`config.mk`:
```
export PLATFORM = sky130hd
export DESIGN_NAME = sfx_scheduler
export DESIGN_NICKNAME = d
export VERILOG_FILES = /design/src/rtl/sfx_scheduler.sv
export SDC_FILE = /design/constraint.sdc
export NUM_CORES = 1
export LEC_CHECK = 0
export ABC_CLOCK_PERIOD_IN_PS = 3400
export CORE_MARGIN = 3
export CORE_UTILIZATION = 30
export CTS_BUF_LIST = sky130_fd_sc_hd__clkbuf_4 sky130_fd_sc_hd__clkbuf_8
export DETAILED_ROUTE_END_ITERATION = 7
export SKIP_CTS_REPAIR_TIMING = 1
export SLEW_MARGIN = 0
export SYNTH_ARGS = -nofsm -noshare
export SYNTH_HDL_FRONTEND = slang
export SYNTH_SLANG_ARGS = --single-unit
```
`constraint.sdc`:
```
create_clock -name clk -period 3.4 [get_ports clk]
set_clock_uncertainty 0.05 [all_clocks]
set_input_delay 0.68 -clock clk [delete_from_list [all_inputs] [get_ports clk]]
set_output_delay 0.68 -clock clk [all_outputs]
set_load 0.02 [all_outputs]
```
`src/rtl/sfx_scheduler.sv`:
```
// Four-channel sound-effect scheduler: one shared ROM read port, per-request
// fetch of every active channel, saturating mix into a 16-bit codec sample.
module sfx_scheduler #(
  parameter int NCH = 4,
  parameter int AW  = 15
) (
  input  logic          clk,
  input  logic          reset,
  input  logic          chipselect,
  input  logic          write,
  input  logic [3:0]    address,
  input  logic [15:0]   writedata,
  output logic          irq,
  input  logic          sample_req,
  output logic [15:0]   audio_output,
  output logic [AW-1:0] rom_addr,
  input  logic [15:0]   rom_q,
  output logic          busy
);

  localparam logic [2:0] S_IDLE    = 3'd0;
  localparam logic [2:0] S_ISSUE   = 3'd1;
  localparam logic [2:0] S_WAIT1   = 3'd2;
  localparam logic [2:0] S_WAIT2   = 3'd3;
  localparam logic [2:0] S_CAPTURE = 3'd4;
  localparam logic [2:0] S_OUT     = 3'd5;
  localparam logic [1:0] LAST_CH   = 2'd3;

  logic [2:0]        state_q, state_d;
  logic [1:0]        ch_q, ch_d;
  logic signed [17:0] acc_q, acc_d;
  logic [AW-1:0]     rom_addr_q, rom_addr_d;
  logic [15:0]       audio_q, audio_d;
  logic [15:0]       sat_val;
  logic              irq_q;

  logic [AW-1:0]     cur_w [NCH];
  logic [NCH-1:0]    active_w;
  logic [NCH-1:0]    pending_w;

  logic wr_en;
  assign wr_en = chipselect && write;

  genvar gi;
  generate
    for (gi = 0; gi < NCH; gi++) begin : ch_g
      logic [AW-1:0] start_q, cur_q;
      logic [14:0]   remain_q, len_q;
      logic          loop_q, active_q, pending_q;
      logic          sel_start, sel_len, sel_clr, cap, last;

      assign sel_start = wr_en && (address == 4'(2 * gi));
      assign sel_len   = wr_en && (address == 4'(2 * gi + 1));
      assign sel_clr   = wr_en && (address == 4'd8) && writedata[gi];
      assign cap       = (state_q == S_CAPTURE) && (ch_q == 2'(gi));
      assign last      = (remain_q == 15'd1);

      // Bus length writes are placed after the capture update so they win.
      always_ff @(posedge clk) begin
        if (reset) begin
          start_q   <= '0;
          cur_q     <= '0;
          remain_q  <= '0;
          len_q     <= '0;
          loop_q    <= 1'b0;
          active_q  <= 1'b0;
          pending_q <= 1'b0;
        end else begin
          if (sel_start) start_q <= writedata[AW-1:0];
          if (cap) begin
            if (last && loop_q) begin
              cur_q    <= start_q;
              remain_q <= len_q;
            end else begin
              cur_q    <= cur_q + AW'(1);
              remain_q <= remain_q - 15'd1;
              if (last) active_q <= 1'b0;
            end
          end
          if (sel_len) begin
            if (writedata[14:0] != 15'd0) begin
              cur_q    <= start_q;
              remain_q <= writedata[14:0];
              len_q    <= writedata[14:0];
              loop_q   <= writedata[15];
              active_q <= 1'b1;
            end else begin
              active_q <= 1'b0;
            end
          end
          if (cap && last && !loop_q) pending_q <= 1'b1;
          else if (sel_clr)           pending_q <= 1'b0;
        end
      end

      assign cur_w[gi]     = cur_q;
      assign active_w[gi]  = active_q;
      assign pending_w[gi] = pending_q;
    end
  endgenerate

  always_comb begin
    if (acc_q > 18'sd32767)       sat_val = 16'h7FFF;
    else if (acc_q < -18'sd32768) sat_val = 16'h8000;
    else                          sat_val = acc_q[15:0];
  end

  always_comb begin
    state_d    = state_q;
    ch_d       = ch_q;
    acc_d      = acc_q;
    rom_addr_d = rom_addr_q;
    audio_d    = audio_q;
    case (state_q)
      S_IDLE: begin
        if (sample_req) begin
          ch_d    = 2'd0;
          acc_d   = '0;
          state_d = S_ISSUE;
        end
      end
      S_ISSUE: begin
        if (active_w[ch_q]) begin
          rom_addr_d = cur_w[ch_q];
          state_d    = S_WAIT1;
        end else if (ch_q == LAST_CH) begin
          state_d = S_OUT;
        end else begin
          ch_d = ch_q + 2'd1;
        end
      end
      S_WAIT1: state_d = S_WAIT2;
      S_WAIT2: state_d = S_CAPTURE;
      S_CAPTURE: begin
        acc_d = acc_q + $signed({{2{rom_q[15]}}, rom_q});
        if (ch_q == LAST_CH) begin
          state_d = S_OUT;
        end else begin
          ch_d    = ch_q + 2'd1;
          state_d = S_ISSUE;
        end
      end
      S_OUT: begin
        audio_d = sat_val;
        state_d = S_IDLE;
      end
      default: state_d = S_IDLE;
    endcase
  end

  always_ff @(posedge clk) begin
    if (reset) begin
      state_q    <= S_IDLE;
      ch_q       <= 2'd0;
      acc_q      <= '0;
      rom_addr_q <= '0;
      audio_q    <= '0;
      irq_q      <= 1'b0;
    end else begin
      state_q    <= state_d;
      ch_q       <= ch_d;
      acc_q      <= acc_d;
      rom_addr_q <= rom_addr_d;
      audio_q    <= audio_d;
      irq_q      <= |pending_w;
    end
  end

  assign irq          = irq_q;
  assign busy         = (state_q != S_IDLE);
  assign rom_addr     = rom_addr_q;
  assign audio_output = audio_q;

endmodule
```
==> flow_summary.json <==
{
  "status": "completed",
  "synth_edf_count": 0,
  "cts_tree": "done",
  "drt_iter0_markers": 1638,
  "clock-sinks": 307,
  "clk_latency_ps": 660,
  "met3_length_um": 4780,
  "drv_cap": 0,
  "post-route-min-period_ps": 2910,
  "power.total_mw": 7.98,
  "final_util": 0.361,
  "synth_mux_area_frac": 0.0388,
  "maxUsedRoutingLayer": "met4",
  "grt_usage": 0.190,
  "multi_input_area_mm2": 0.00869,
  "async_flop_share": 0,
  "critPathKind": "register to register",
  "rsz0062_at_grt": "no",
  "fmax_mhz": 344,
  "pin_count": 74,
  "via_per_inst": 5.54,
  "die_area_mm2": 0.0544,
  "cp-end-kind": "register",
  "synth_top_area_share": 0.397,
  "yosysTopAreaCell": "dfxtp_1",
  "core_mm2": 0.0506,
  "synthFlopType": "dfxtp_1",
  "grt_pass1_vias": 14300,
  "worstPathArrival_ps": 3420,
  "synthAdderAreaFrac": 0.0280,
  "dp_slack_ps": -95.0,
  "whs_path_depth": 2,
  "synth_top_family_by_area": "simple AND/OR/NAND/NOR gates",
  "worst_pin_slew_ps": 1030,
  "worst-path-max-fanout": 16,
  "antenna_left": 0,
  "synth_common_cells": "nand2_1, dfxtp_1, a21oi_1",
  "fill_cells": 5288,
  "synth_xor_xnor_area_share": 0.0113,
  "yosysMostFrequentCell": "nand2_1",
  "synth_compound_area_frac": 0.235,
  "fin_ws_ps": 490,
  "maxSlewHeadroom": 0.313,
  "cts_max_level": 2,
  "routed-wl-met2_um": 22600,
  "wirelength_met1_um": 23500,
  "clk_pin_slew_ps": 60,
  "wl_per_cell_um": 18.9,
  "post-route-period-util": 0.856,
  "ir_drop_v": 0.000355,
  "cellLeakagePower_nw": 6.31,
  "antenna_found_initial": 1,
  "ys_ff_latch": 307,
  "final_layout_size_suffix_gt1_frac": 0.0999,
  "startpoint_type": "register",
  "synth_top_cells_by_area": "dfxtp_1, nand2_1, a21oi_1",
  "gp_congestion": 0.889,
  "worst_hold_slack_ps": 395,
  "place_inst": 2701,
  "hpwlAfterDp_um": 36300,
  "grt_max_degree": 157,
  "clock_path_buffers": 3,
  "min_to": "acc_q[2]",
  "synthDistinctLibCells": 80,
  "r2r_setup_slack_ps": 490,
  "netlist_instances": 2021,
  "r2r-start": "state_q[2]",
  "crit_required_ps": 3910,
  "seq_area_frac_synth": 0.397,
  "final_cells": 2795,
  "timing.rr.end": "ch_g[0].remain_q[2]",
  "cellPowerDensity_mw_per_mm2": 437,
  "syn-num-nets": 2096,
  "worstHoldStart": "reset",
  "setup_viol": 0,
  "start_util": 0.306,
  "drt_wl_total_um": 53000,
  "synthesis.area_mm2": 0.0155,
  "avgSynthCellArea_um2": 7.66,
  "vias": 15500,
  "drc_errors": 0,
  "grt_pass1_wl_um": 81600,
  "cts_buffers": 55,
  "die_x_um": 233,
  "regArea_mm2": 0.00615,
  "syn_to_final_growth_pct": 17.9,
  "worstHoldPathType": "input port to register",
  "port_buffers": 73,
  "synthSimpleGateAreaFrac": 0.246,
  "root_buffer": "clkbuf_8",
  "hold_viol": 0,
  "firstDrtPassIters": 5,
  "finalMaxSlewViolations": 0,
  "reg2reg_depth": 7,
  "rows": 82,
  "grt_overflow_total": 0,
  "finalNetCount": 2161,
  "yosys_warnings": 0,
  "die_y_um": 233
}
registers in the layout, indices dropped and copies added (netlist names):
register	flops
acc_q	18
audio_output	16
ch_g.active_q	4
ch_g.cur_q	60
ch_g.len_q	60
ch_g.loop_q	4
ch_g.pending_q	4
ch_g.remain_q	60
ch_g.start_q	60
ch_q	2
irq	1
rom_addr	15
state_q	3
layout by cell type (no fill, tap or decap), types with 13 or more instances in the layout:
master	n
mux2i_1	24
buf_4	76
o221ai_1	16
mux4_2	16
a211oi_1	44
nand2_1	403
or3_1	13
o21ai_0	107
a21oi_1	284
nand4_1	28
nor3_1	61
clkbuf_4	19
inv_1	29
clkbuf_8	67
clkdlybuf4s50_1	72
nor4_1	21
dfxtp_1	307
nand3_1	40
ha_1	33
nor2_1	193
logic make-up after synthesis:
kind of cell | count (synthesis)
AND/OR/NAND/NOR | 849
XOR/XNOR | 20
multiplexers | 40
buffers and inverters | 172
AO/OA/AOI/OAI | 599
flip-flops | 307
adder cells (fa/ha/maj) | 34
power breakdown:
part           internal, mW  switching, mW  total (mW)  leakage [nW]
clock                  1.99           1.62        3.60         0.596
sequential             3.65         0.0543        3.70          2.48
combinational         0.244          0.430       0.674          3.24
total                  5.88           2.10        7.98          6.31
metal layers:
metal / global-route usage / vias to the layer above
met4: 0.0816 / 0
met3: 0.0450 / 134
met5: 0 / -
li1: - / 7386
met2: 0.286 / 641
met1: 0.259 / 7332
per-stage QoR:
stage | setup TNS (ps) | instance area [µm²]
2_1_floorplan | 0 | 15500
3_3_place_gp | -397 | 17100
3_5_place_dp | -1070 | 17100
4_1_cts | 0 | 18300
5_1_grt | 0 | 18300
6_report | 0 | 18300
how the worst max path moves through the flow:
stage | startpoint | to | slack [ps] | depth (start not counted)
final | state_q[2] | ch_g[0].remain_q[2] | 490 | 7
after global routing | state_q[2] | ch_g[0].remain_q[11] | 170 | 7
after CTS | state_q[2] | busy | 450 | 3
after detailed placement | writedata[12] | ch_g[2].cur_q[0] | -100 | 8
after global placement | writedata[12] | ch_g[2].cur_q[0] | -90 | 8
after floorplan | ch_q[0] | ch_g[0].cur_q[3] | 460 | 12
critical path, cell delays in order, from the launching register on:
cell and delay, ps:
dfxtp_1 600, nor3b_1 370, buf_4 230, nand2_1 430
nor2_1 560, a21oi_1 140, a31o_2 230, a221oi_1 230
layout make-up:
class	count	area share
multi-input cells	1542	0.476
flip-flops and latches	307	0.337
repair buffers	151	0.0737
clock buffers	86	0.0583
well taps	672	0.0460
inverters	29	0.00596
clock inverters	7	0.00343
diodes	1	0.000137
Power figures use the tool's default switching activity.
